===== src/rtl/rr_arb_pkg.sv =====
`default_nettype none
// ============================================================================
// Module   : rr_arb_pkg
// Brief    : Shared constants, state type and helpers for the round-robin
//            4:1 mux arbiter.
// Revision : 1.0 - initial release
// ============================================================================
package rr_arb_pkg;

    localparam int NUM_REQ = 4;
    localparam int SEL_W   = 2;

    typedef enum logic [0:0] {
        IDLE  = 1'b0,
        GRANT = 1'b1
    } state_t;

    // Expand a requester index into a one-hot grant vector.
    function automatic logic [NUM_REQ-1:0] onehot(input logic [SEL_W-1:0] sel);
        onehot      = '0;
        onehot[sel] = 1'b1;
    endfunction

endpackage
`default_nettype wire


===== src/rtl/rr_pick.sv =====
`default_nettype none
// ============================================================================
// Module   : rr_pick
// Brief    : Combinational circular priority search. Returns the first set
//            bit of mask visiting start, start+1, ... (mod NUM_REQ).
// Revision : 1.0 - initial release
// ============================================================================
module rr_pick
    import rr_arb_pkg::*;
(
    input  logic [SEL_W-1:0]   start,
    input  logic [NUM_REQ-1:0] mask,
    output logic [SEL_W-1:0]   idx,
    output logic               found
);

    // Walk offsets from farthest to nearest so the nearest hit wins.
    always_comb begin
        logic [SEL_W-1:0] cand;
        idx   = '0;
        found = 1'b0;
        cand  = '0;
        for (int k = NUM_REQ - 1; k >= 0; k--) begin
            cand = start + SEL_W'(k);
            if (mask[cand]) begin
                idx   = cand;
                found = 1'b1;
            end
        end
    end

endmodule
`default_nettype wire


===== src/rtl/rr_mux_arbiter.sv =====
`default_nettype none
// ============================================================================
// Module   : rr_mux_arbiter
// Brief    : Round-robin arbiter owning the select of a shared 4:1 mux.
//            A grantee keeps the mux until it drops its request; priority
//            then rotates past it, with back-to-back regrant when another
//            requester is waiting.
//            Optional macro RR_MUX_ARBITER_HOLD_LIMIT_EN caps a contended
//            grant at MAX_HOLD cycles.
// Revision : 1.0 - initial release
// ============================================================================
module rr_mux_arbiter
    import rr_arb_pkg::*;
#(
    parameter int DW       = 1,
    parameter int MAX_HOLD = 8
)(
    input  logic                  clk,
    input  logic                  reset,
    input  logic [NUM_REQ-1:0]    req,
    input  logic [NUM_REQ*DW-1:0] w,
    output logic [NUM_REQ-1:0]    gnt,
    output logic [SEL_W-1:0]      s,
    output logic [DW-1:0]         f,
    output logic                  f_valid
);

    localparam int CNT_W = (MAX_HOLD < 1) ? 1 : $clog2(MAX_HOLD + 1);

    state_t               state_q;
    logic [SEL_W-1:0]     ptr_q;
    logic [SEL_W-1:0]     s_q;
    logic [NUM_REQ-1:0]   gnt_q;
    logic                 fv_q;
    logic [CNT_W-1:0]     cnt_q;

    logic [SEL_W-1:0]     w_next_sel;
    logic [SEL_W-1:0]     w_pick_start;
    logic [NUM_REQ-1:0]   w_pick_mask;
    logic [SEL_W-1:0]     w_pick_idx;
    logic                 w_pick_found;
    logic                 w_force;
    logic                 w_cnt_sat;

    // While granting, search starts past the grantee and excludes it, which
    // serves both the release case and the forced-rotation case.
    assign w_next_sel   = s_q + 2'd1;
    assign w_pick_start = (state_q == GRANT) ? w_next_sel : ptr_q;
    assign w_pick_mask  = req & ~((state_q == GRANT) ? onehot(s_q) : '0);
    assign w_cnt_sat    = (cnt_q == CNT_W'(MAX_HOLD));

`ifdef RR_MUX_ARBITER_HOLD_LIMIT_EN
    assign w_force = req[s_q] && (cnt_q == CNT_W'(MAX_HOLD - 1)) && w_pick_found;
`else
    assign w_force = 1'b0;
`endif

    rr_pick u_pick (
        .start (w_pick_start),
        .mask  (w_pick_mask),
        .idx   (w_pick_idx),
        .found (w_pick_found)
    );

    // Arbitration FSM with registered grant, select and valid.
    always_ff @(posedge clk) begin
        if (reset) begin
            state_q <= IDLE;
            ptr_q   <= '0;
            s_q     <= '0;
            gnt_q   <= '0;
            fv_q    <= 1'b0;
            cnt_q   <= '0;
        end else begin
            case (state_q)
                IDLE: begin
                    if (w_pick_found) begin
                        s_q     <= w_pick_idx;
                        gnt_q   <= onehot(w_pick_idx);
                        fv_q    <= 1'b1;
                        cnt_q   <= '0;
                        state_q <= GRANT;
                    end else begin
                        gnt_q <= '0;
                        fv_q  <= 1'b0;
                    end
                end
                GRANT: begin
                    if (req[s_q] && !w_force) begin
                        if (!w_cnt_sat) begin
                            cnt_q <= cnt_q + 1'b1;
                        end
                    end else begin
                        ptr_q <= w_next_sel;
                        if (w_pick_found) begin
                            s_q   <= w_pick_idx;
                            gnt_q <= onehot(w_pick_idx);
                            cnt_q <= '0;
                        end else begin
                            gnt_q   <= '0;
                            fv_q    <= 1'b0;
                            state_q <= IDLE;
                        end
                    end
                end
                default: begin
                    state_q <= IDLE;
                    gnt_q   <= '0;
                    fv_q    <= 1'b0;
                end
            endcase
        end
    end

    assign gnt     = gnt_q;
    assign s       = s_q;
    assign f_valid = fv_q;
    assign f       = w[s_q*DW +: DW];

endmodule
`default_nettype wire


===== config.mk =====
export PLATFORM = sky130hd
export DESIGN_NAME = rr_mux_arbiter
export DESIGN_NICKNAME = d
export VERILOG_FILES = /design/src/rtl/rr_arb_pkg.sv /design/src/rtl/rr_pick.sv /design/src/rtl/rr_mux_arbiter.sv
export SDC_FILE = /design/constraint.sdc
export NUM_CORES = 1
export LEC_CHECK = 0
export ABC_AREA = 1
export ABC_CLOCK_PERIOD_IN_PS = 5750
export CAP_MARGIN = 20
export CORE_UTILIZATION = 55
export CTS_BUF_LIST = sky130_fd_sc_hd__clkbuf_4
export DETAILED_ROUTE_END_ITERATION = 6
export PLACE_DENSITY = 0.94
export SYNTH_ARGS = -nofsm -noshare
export SYNTH_HDL_FRONTEND = slang
export SYNTH_SLANG_ARGS = --single-unit

===== constraint.sdc =====
create_clock -name clk -period 5.75 [get_ports clk]
set_clock_uncertainty 0.05 [all_clocks]
set_input_delay 0.8625 -clock clk [delete_from_list [all_inputs] [get_ports clk]]
set_output_delay 0.8625 -clock clk [all_outputs]
set_load 0.01 [all_outputs]

; ---- After elaboration in Yosys (flattened, before gate mapping)
; Cells that the tools add are included.
[totals]
ff_bits = 10
input_bits = 10
output_inout_bits = 8
[classes]
add_sub_neg = 4
n_lt_le_gt_ge = 8
n_eq_ne = 2
shifts = 1
n_mux = 36
bitwise_logic = 4
reduce_logical = 4
[op_table]
columns = cell, n
row1 = $lt A2 B3 Y1 const B, 6
row2 = $mux W1, 15
row3 = $mux W2, 7
row4 = $mux W4, 3
row5 = $bmux W1 S2, 5
row6 = $pmux W4 S2, 1
row7 = $add A2 B1 Y2 const B, 2
row8 = $add A2 B2 Y2 const B, 2
row9 = $and A4 B4 Y4, 1
row10 = $demux W1 S2, 2
row11 = $ge A2 B1 Y1 const B, 2
row12 = $ne A2 B2 Y1 const B, 2
row13 = $not A4 Y4, 1
row14 = $pmux W1 S2, 2
row15 = $pmux W2 S2, 1
row16 = $reduce_and A2 Y1, 2
row17 = $shiftx A4 B3 Y1, 1
row18 = $logic_and A1 B1 Y1, 2
row19 = $not A1 Y1, 2

; ---- Logic depth before layout (Yosys ltp)
; Gate-level depths: netlist (run 1).
[logic_depth]
ltp_word = 20
mapped_depth = 17
mapped_depth_nobuf = 16

; ---- Modules after synthesis
; Synthesis (run 1) repeated with hierarchy kept, for this count alone.
[hier_totals]
hier_cells = 124
hier_area_um2 = 824.5
[by_module_without_submodules]
columns = mod, n_inst, cells_per_inst, area_per_inst_um2, seq_area_each_um2
row1 = rr_mux_arbiter, 1, 80, 609.3, 200.2
row2 = rr_pick, 1, 44, 215.2, 0.0

; ---- Worst setup path before layout (run 1)
; Ideal clock, no wire load.
[synth_timing]
kind = input port to output port
start = in w[2]
end = out f
t_arrival_ps = 1161
required_time_ps = 4838
slack_ps = 3677
cell_stages = 2
path_buffers = 0
path_cell_list = o21ai_0 -> o22ai_1
[synth_between]
elab_chain_len = 1
[synth_lines]
columns = element, line
row1 = "start, declared", rr_mux_arbiter.sv:21  ; input logic [NUM_REQ*DW-1:0] w,
row2 = $shiftx A4 B3 Y1, rr_mux_arbiter.sv:118  ; assign f = w[s_q*DW +: DW];
row3 = "end, declared", rr_mux_arbiter.sv:24  ; output logic [DW-1:0] f,
; No other way between the ends.

; ---- Worst setup path after layout (run 1)
; Same ends and word-level chain as after synthesis.

==> results of run 1 <==
[stage by stage]
step           cell area [um2]  cells  hold slack (ns)
3_5_place_dp              1010    159            0.406
2_1_floorplan              845    129            0.393
6_report                  1040    163            0.415
4_1_cts                   1040    163            0.416
3_3_place_gp              1010    159            0.405
5_1_grt                   1040    163            0.429
[placed cells by master, fill, tap and decap left out]
master,count
inv_1,14
o21a_1,1
o211ai_1,1
nand2_2,10
nor2_1,6
o21ai_4,1
inv_2,1
inv_4,1
o21ai_2,2
nand3_2,1
clkbuf_4,3
nor2_2,1
dfxtp_1,10
clkdlybuf4s50_1,17
o21ai_0,7
nand2_4,3
and2_4,1
nand3_1,8
nor2_4,2
o22ai_1,1
nand2_1,38
clkinv_1,1
ha_1,4
a21oi_1,14
[flip-flops by register name (all words and copies together), names as in the netlist]
register and cells:
gnt 4, f_valid 1, s 2, ptr_q 2, state_q 1
[how the worst max path moves through the flow]
| stage | start | to | slack [ns] | cells after the start |
|---|---|---|---|---|
| 3_5_place_dp | w[2] | f | 2.71 | 4 |
| 3_3_place_gp | w[2] | f | 2.75 | 4 |
| 2_1_floorplan | w[2] | f | 3.68 | 2 |
| 4_1_cts | w[2] | f | 2.70 | 4 |
| 5_1_grt | w[2] | f | 2.65 | 4 |
| 6_report | w[2] | f | 2.69 | 4 |
[logic make-up (layout without fill, tap and decap cells)]
logic type      Yosys count  in the layout
simple gates             70             70
compound gates           27             27
buf+inv                  18             37
flops                    10             10
fa+ha+maj                 4              4
[worst max-delay path, cell delays in order]
cell             delay, ns
clkdlybuf4s50_1       0.46
o21ai_0               0.08
o22ai_1               0.19
clkdlybuf4s50_1       0.56
[power by group]
| part | total, mW | switching [mW] | leakage [nW] | internal, mW |
|---|---|---|---|---|
| combinational | 0.394 | 0.236 | 0.395 | 0.158 |
| sequential | 0.130 | 0.0341 | 0.0825 | 0.0955 |
| clock | 0.0489 | 0.0239 | 0.0154 | 0.0250 |
[area by class of cell]
type / count / share of cell area, %
tap: 15 / 1.81
inverter: 16 / 6.03
multi-input combinational: 101 / 53.9
sequential: 10 / 19.3
clock buffer: 3 / 2.17
timing repair buffer: 17 / 16.4
clock inverter: 1 / 0.362
[layer usage]
layer | up-vias | global-route usage (%) | wire (um)
met5 | - | 0 | 0
met4 | 0 | 11.3 | 27
met3 | 5 | 3.26 | 65
met2 | 15 | 50.0 | 1000
met1 | 395 | 29.7 | 848
li1 | 451 | - | -
==> results by group, run 1 <==
Outcome
  – Status: complete, no violations

Cells and area
  – Sequential cell area: 200 um2
  – Area Growth Syn to Fin: 22.8%
  – Filler Cell Count: 107
  – Final core utilization: 75.9%
  – Area of the multi-input gates: 559 um2
  – Inserted Diodes: 0
  – Nets: 163
  – Proportion of layout cells with a drive suffix above 1: 17.6%

CTS
  – Worst-Skew Late Latency: 0.27 ns
  – Clock root buffer master: clkbuf_4
  – CTS Sinks: 10
  – H-Tree Depth: 1
  – CTS tree: done
  – Reg clk slew, reported paths: 0.07 ns
  – CTS Hold Buffers Added: 0
  – CTS resizes: 0
  – Clock buffer depth: 2
  – Post-CTS setup buffers: 0
  – CTS buffer count: 3

Floorplanning
  – Die width: 41.2 um
  – Starting Density: 61.8%
  – Io pins: 18
  – Row count: 13
  – Die footprint: 1700 um2
  – Chip height: 41.2 um
  – Core area: 1370 um2

Global routing
  – Vias in the first global route: 772
  – Initial antenna violation count: 0
  – First-pass GRT wire length: 2970 um
  – Gr ovfl total: 0
  – Overall global routing resource usage: 26.7%
  – Largest net degree at the start of global routing: 13

Route
  – Final WL: 1940 um
  – Drt wl/cell: 11.9 um
  – Iteration-0 DRC Markers: 24
  – Via count: 866
  – Via/cell ratio: 5.31
  – DRC viols: 0
  – Iteration count of the initial detailed-routing pass: 4
  – Routed Antenna Nets: 0

Worst setup path
  – R2R depth: 16
  – Crit Path Category: input port to output pin
  – Reg2reg setup slack: 3.50 ns
  – Critical Path AT: 2.15 ns
  – Critical path startpoint category: input port
  – Reg-to-Reg End: s[0]
  – Worst Setup End Kind: output pin
  – Reg-to-Reg Start: s[0]
  – Required @ worst endpoint: 4.84 ns
  – CP max FO: 1

Logic synthesis
  – Syn Std Cell Area: 845 um2
  – Main area contributors after synthesis: dfxtp_1, nand2_1, a21oi_1
  – Number of synthesis warnings: 0
  – Sequential area share after synthesis: 23.7%
  – Area leader, netlist: dfxtp_1
  – Post-synth cell types: 22
  – EDFF count, synth: 0
  – Commonest cells in the synthesized netlist: nand2_1, a21oi_1, inv_1, dfxtp_1, nand2_2
  – Simple-gate share of the synthesized area: 41.3%
  – Yosys top cell area share: 23.7%
  – Largest family of logic cells by synthesized area: simple AND/OR/NAND/NOR gates
  – Top FF cell, synth: dfxtp_1
  – Mapped Nets: 143
  – Xor/xnor share of the synthesized area: 0%
  – Mean Syn Cell Area: 6.55 um2
  – Post-synthesis mux area share: 0%
  – Post-Synth Adder-Cell Area: 5.93%
  – Synthesized flop and latch total: 10
  – Compound-Gate Fraction of Synth Area: 19.0%
  – Synthesized netlist cell count: 129
  – Fraction of registers with async set/reset: 0%
  – Most frequent cell after synthesis: nand2_1

STA
  – Max Fclk: 327 MHz
  – Setup TNS: 0 ns
  – Hold Fails Final Rpt: 0
  – Setup WS post-layout: 2.69 ns
  – Worst-Margin Slew: 0.515 ns
  – Setup violators final: 0
  – Tcrit/Tclk final: 53.2%
  – RSZ-0062 raised after global routing: false
  – Max-slew violations: 0
  – Min Tclk post-route: 3.06 ns
  – Slew HR: 65.5%

Flow run
  – Max-cap violations: 0

Min path
  – Cells on Worst Hold Path: 2
  – Hold path endpoint: gnt[1]
  – Worst hold-check path type: register to register
  – HP Start: gnt[1]

Placement
  – Detail Placement HPWL: 1500 um
  – Place WS: 2.71 ns
  – Buffers on Ports: 17
  – Final Wtd Congestion: 0.795

Pwr
  – PD cells: 552 nW/um2
  – Leakage: 0.493 nW
  – VDD IR max: 0.317 mV
  – Total power: 573 uW
(Power assumes the default switching activity.)
==> run 2: changes to the inputs <==
- ABC_CLOCK_PERIOD_IN_PS: 5750 -> 2800
- CORE_UTILIZATION: 55 -> 47
- PLACE_DENSITY: 0.94 -> 0.87
- clock period: 5.75 -> 2.8 ns (I/O delays scaled with it)
==> results by group, run 2 (synthesis gave the netlist of run 1 again) <==
Outcome
  – Status: complete, no violations

Global routing
  – Most Crowded Layer GR: met2
  – GR Util met1: 27.3% (-2.4 points)
  – Overall global routing resource usage: 22.8% (-3.9 points)
  – Vias in the first global route: 790 (+2.3%)
  – First-pass GRT wire length: 3310 um (+12%)
  – Gr ovfl total: 0 (unchanged)
  – Met2 usage: 39.7% (-10 points)
  – Initial antenna violation count: 0 (unchanged)
  – Largest net degree at the start of global routing: 13 (unchanged)
  – Met3 Track Usage GR: 2.86% (-0.40 points)

STA
  – Setup violators final: 0 (unchanged)
  – RSZ-0062 raised after global routing: false
  – Max-slew violations: 0 (unchanged)
  – Max Fclk: 447 MHz
  – Worst-Margin Slew: 0.573 ns (+0.0577 ns)
  – Slew HR: 61.6% (-3.9 points)
  – Setup TNS: 0 ns (unchanged)
  – Hold Fails Final Rpt: 0 (unchanged)
  – Min Tclk post-route: 2.24 ns
  – Tcrit/Tclk final: 80.0%

Floorplanning
  – Die width: 44.4 um (+7.8%)
  – Core area: 1590 um2 (+17%)
  – Chip height: 44.4 um (+7.8%)
  – Row count: 14 (+1)
  – Die footprint: 1970 um2 (+16%)
  – Io pins: 18 (unchanged)
  – Starting Density: 53.0% (-8.8 points)

CTS
  – CTS resizes: 0 (unchanged)
  – Clock root buffer master: clkbuf_4
  – CTS Hold Buffers Added: 0 (unchanged)
  – Post-CTS setup buffers: 0 (unchanged)
  – CTS Sinks: 10 (unchanged)
  – CTS buffer count: 3 (unchanged)
  – CTS tree: done
  – H-Tree Depth: 1 (unchanged)
  – Worst-Skew Late Latency: 0.27 ns (about the same)
  – Clock buffer depth: 2 (unchanged)
  – Reg clk slew, reported paths: 0.06 ns (about the same)

Cells and area
  – Area Growth Syn to Fin: 23.7%
  – Filler Cell Count: 139 (+30%)
  – Proportion of layout cells with a drive suffix above 1: 17.7% (+0.12 points)
  – Most frequent cells in the layout: nand2_1, clkdlybuf4s50_1, inv_1, a21oi_1
  – Sequential cell area: 200 um2 (unchanged)
  – Area of the multi-input gates: 559 um2 (unchanged)
  – Largest register FFs: 4 (unchanged)
  – Final core utilization: 65.5% (-10 points)
  – Commonest non-fill, non-tap cell in the layout: nand2_1
  – Inserted Diodes: 0 (unchanged)
  – Nets: 163 (unchanged)

Route
  – Via/cell ratio: 5.15 (-3.1%)
  – Routed Antenna Nets: 0 (unchanged)
  – Iteration count of the initial detailed-routing pass: 4 (unchanged)
  – Via count: 880 (+1.6%)
  – Iteration-0 DRC Markers: 21 (-13%)
  – Drt wl/cell: 11.5 um (-3.9%)
  – DRC viols: 0 (unchanged)
  – Final WL: 1960 um (+0.82%)

Worst setup path
  – Top cell family by delay on the critical path: flip-flops
  – Crit-path slowest cell: dfxtp_1
  – Critical path startpoint category: register
  – Required @ worst endpoint: 2.33 ns (-2.51 ns)
  – Worst Setup End Kind: output pin
  – Crit Path Category: register to output pin
  – Critical Path AT: 1.77 ns (-0.38 ns)
  – CP bufs+invs: 1 (-1)
  – Largest stage delay on the critical path: 0.61 ns (+0.05 ns)
  – Cell Chain, Critical Path: o21ai_0, o22ai_1, clkdlybuf4s50_1
  – CP max FO: 12 (+11)

Pwr
  – Internal power: 569 uW (+100%)
  – Switch share: 51.3% (-0.076 points)
  – Total power: 1.17 mW (+100%)
  – Clock power frac: 8.2% (-0.3 points)
  – Gate power share: 69.1% (+0.3 points)
  – Leakage: 0.492 nW (-0.32%)
  – Flop pwr share: 22.7% (about the same)
  – VDD IR max: 0.616 mV (+94%)
  – Switching power: 599 uW (+100%)
  – PD cells: 1120 nW/um2 (+100%)

Placement
  – Detail Placement HPWL: 1590 um (+5.7%)
  – Final Wtd Congestion: 0.835 (+5.1%)
  – Buffers on Ports: 17 (unchanged)

Min path
  – Worst hold-check path type: register to register

Flow run
  – Max-cap violations: 0 (unchanged)
## run 2: changes by cell type in the layout (fill, tap and decap cells not counted)
cell | before | now
clkinv_1 | 1 | 0
## run 2: per-layer routing
metal / part of all wire [%] / up-vias
met1: 43 / 417
li1: - / 447
met4: 1.0 / 0
met3: 3.0 / 4
met5: 0 / -
met2: 52 / 12
## run 2: power groups by stage
stage          clock, mW  sequential [mW]  combinational [mW]
3_3_place_gp           0            0.261               0.766
6_report          0.0954            0.265               0.807
3_5_place_dp           0            0.268               0.800
4_1_cts           0.0958            0.265               0.806
2_1_floorplan          0            0.255               0.598
5_1_grt            0.104            0.274               0.897
## run 2: final timing paths
check                           startpoint  endpoint  slack, ns  cells after the start
worst max register to register        s[0]      s[0]       0.57                     16
worst max-delay path                  s[0]         f       0.56                      3
worst min-delay path               f_valid   f_valid       0.42                      1
worst min register to register     f_valid   f_valid       0.42                      1
## run 2: metrics by stage
step | area [um2] | hold slack [ns] | std cells | worst slack, ns
CTS | 1040 | 0.425 | 171 | 0.548
detailed placement | 1020 | 0.407 | 168 | 0.582
floorplan | 845 | 0.393 | 129 | 0.867
finish | 1040 | 0.422 | 171 | 0.561
global placement | 1020 | 0.402 | 168 | 0.674
global route | 1040 | 0.442 | 171 | 0.308
## run 2: cell type report
type	instances	share of cell area, %
flip-flops and latches	10	19.2
inverters	16	5.99
repair buffers	17	16.3
well taps	24	2.87
clock buffers	3	2.16
multi-input cells	101	53.5
## run 2: worst reg2reg max path, stage by stage (launching register included)
cell and delay (ns):
dfxtp_1 0.61, inv_4 0.10, ha_1 0.34, inv_1 0.06, nand2_1 0.04, nand2_1 0.16
nand2_1 0.08, nand2_1 0.10, nand2_2 0.08, nand2_4 0.09, nand2_4 0.05, nand2_2 0.05
nand2_1 0.06, nand2_2 0.07, nand2_1 0.05, o211ai_1 0.07, inv_1 0.05
==> run 3: changes to the inputs <==
- ABC_CLOCK_PERIOD_IN_PS: 2800 -> 2100
- CORE_UTILIZATION: 47 -> 52
- PLACE_DENSITY: 0.87 -> 0.9
- clock period: 2.8 -> 2.1 ns (I/O delays scaled with it)
==> results by group, run 3 (synthesis gave the netlist of run 1 again) <==
Global routing
  – First-pass GRT wire length: 3490 um (+5.4%)
  – Gr ovfl total: 0 (unchanged)
  – Overall global routing resource usage: 25.0% (+2.2 points)
  – Vias in the first global route: 858 (+8.6%)
  – Initial antenna violation count: 0 (unchanged)
  – Largest net degree at the start of global routing: 12 (-1)

Floorplanning
  – Core area: 1510 um2 (-5.5%)
  – Chip height: 42.3 um (-4.7%)
  – Row count: 14 (unchanged)
  – Starting Density: 56.1% (+3.1 points)
  – Io pins: 18 (unchanged)
  – Die width: 42.3 um (-4.7%)
  – Die footprint: 1790 um2 (-9.2%)

Pwr
  – VDD IR max: 0.887 mV (+44%)
  – PD cells: 1490 nW/um2 (+33%)
  – Leakage: 0.517 nW (+5.2%)

STA
  – Setup TNS: 0 ns (unchanged)
  – Worst-Margin Slew: 0.288 ns (-0.286 ns)
  – Min Tclk post-route: 1.94 ns
  – Tcrit/Tclk final: 92.6%
  – RSZ-0062 raised after global routing: false
  – Max Fclk: 514 MHz
  – Hold Fails Final Rpt: 0 (unchanged)
  – Setup WS post-layout: 0.155 ns (-0.405 ns)
  – Slew HR: 80.8% (+19 points)
  – Setup violators final: 0 (unchanged)
  – Max-slew violations: 0 (unchanged)

Worst setup path
  – Critical Path End: f
  – Required @ worst endpoint: 1.74 ns (-0.59 ns)
  – Worst Setup End Kind: output pin
  – Critical path startpoint category: register
  – Crit Path Category: register to output pin
  – R2R depth: 13 (-3)
  – Reg-to-Reg End: gnt[3]
  – Critical Path AT: 1.58 ns (-0.19 ns)
  – Reg-to-Reg Start: s[0]
  – CP Launch Point: s[0]
  – Reg2reg setup slack: 0.20 ns (-0.37 ns)
  – CP max FO: 11 (-1)

Placement
  – Place WS: 0.0926 ns (-0.490 ns)
  – Final Wtd Congestion: 0.855 (+2.3%)
  – Detail Placement HPWL: 1570 um (-0.74%)
  – Buffers on Ports: 17 (unchanged)

Cells and area
  – Most frequent cells in the layout: nand2_1, clkdlybuf4s50_1, inv_1, a21oi_1, nand2_2
  – Commonest non-fill, non-tap cell in the layout: nand2_1
  – Nets: 168 (+3.1%)
  – Proportion of layout cells with a drive suffix above 1: 23.0% (+5.3 points)
  – Largest register FFs: 4 (unchanged)
  – Filler Cell Count: 114 (-18%)
  – Area Growth Syn to Fin: 28.3%
  – Inserted Diodes: 0 (unchanged)

Outcome
  – Status: complete, no violations

CTS
  – CTS buffer count: 3 (unchanged)
  – Clock root buffer master: clkbuf_4
  – Worst-Skew Late Latency: 0.25 ns (-0.02 ns)
  – Reg clk slew, reported paths: 0.06 ns (about the same)
  – CTS tree: done
  – Clock buffer depth: 2 (unchanged)
  – CTS Sinks: 10 (unchanged)
  – H-Tree Depth: 1 (unchanged)

Route
  – Final WL: 1930 um (-1.5%)
  – Via count: 864 (-1.8%)
  – Via/cell ratio: 5.14 (about the same)
  – Iteration-0 DRC Markers: 30 (+43%)
  – Drt wl/cell: 11.5 um (+0.23%)
  – Routed Antenna Nets: 0 (unchanged)
  – Iteration count of the initial detailed-routing pass: 4 (unchanged)
  – DRC viols: 0 (unchanged)

Min path
  – Worst hold-check path type: register to register

Flow run
  – Max-cap violations: 0 (unchanged)
-- run 3: timing repair --
item                                    CTS  global route
endpoints found under the setup margin    0             4
gates resized for setup                   0             4
hold buffers                              0             0
endpoints found under the hold margin     0             0
buffers inserted                          0             0
-- run 3: area by class of cell --
class	count	area (um2)	area share (%)
Timing Repair Buffer	22	208	19.2
Clock buffer	3	22.5	2.08
Sequential cell	10	201	18.6
Tap cell	16	20.0	1.85
Inverter	16	62.6	5.77
Multi-Input combinational cell	101	569	52.5
-- run 3: power breakdown --
group | leakage, nW | total [mW] | internal (mW) | switching [mW]
combinational | 0.421 | 1.19 | 0.483 | 0.703
sequential | 0.0828 | 0.303 | 0.263 | 0.0398
clock | 0.0138 | 0.120 | 0.0656 | 0.0549
-- run 3: critical path, cell delays in order, from the launching register on --
cell and delay (ns):
dfxtp_2 0.35, buf_4 0.18, o21ai_0 0.10, o22ai_1 0.15, clkdlybuf4s50_1 0.55
-- run 3: how the worst min path moves through the flow --
stage	endpoint	depth (start not counted)	start	slack, ns
2_1_floorplan	gnt[0]	1	reset	0.33
3_3_place_gp	f_valid	1	f_valid	0.40
3_5_place_dp	f_valid	1	f_valid	0.41
4_1_cts	gnt[2]	2	gnt[2]	0.42
5_1_grt	gnt[0]	2	gnt[0]	0.45
6_report	gnt[2]	2	gnt[2]	0.41
-- run 3: through the flow --
stage / hold WS (ns) / power, mW / area, um2 / std cells / util, %
final: 0.414 / 1.61 / 1080 / 168 / 71.9
after global routing: 0.446 / 1.78 / 1080 / 168 / 71.9
after CTS: 0.418 / 1.60 / 1070 / 168 / 71.2
after detailed placement: 0.408 / 1.47 / 1050 / 165 / 69.7
after global placement: 0.400 / 1.43 / 1050 / 165 / 69.7
after floorplan: 0.334 / 1.14 / 845 / 129 / -
-- run 3: layer usage --
layer  share of wire (%)  up-vias  track usage, %
met4                   0        0            7.50
met2                  51       17            43.4
li1                    -      457               -
met3                 4.3        0            2.59
met5                   0        -               0
met1                  45      390            32.4
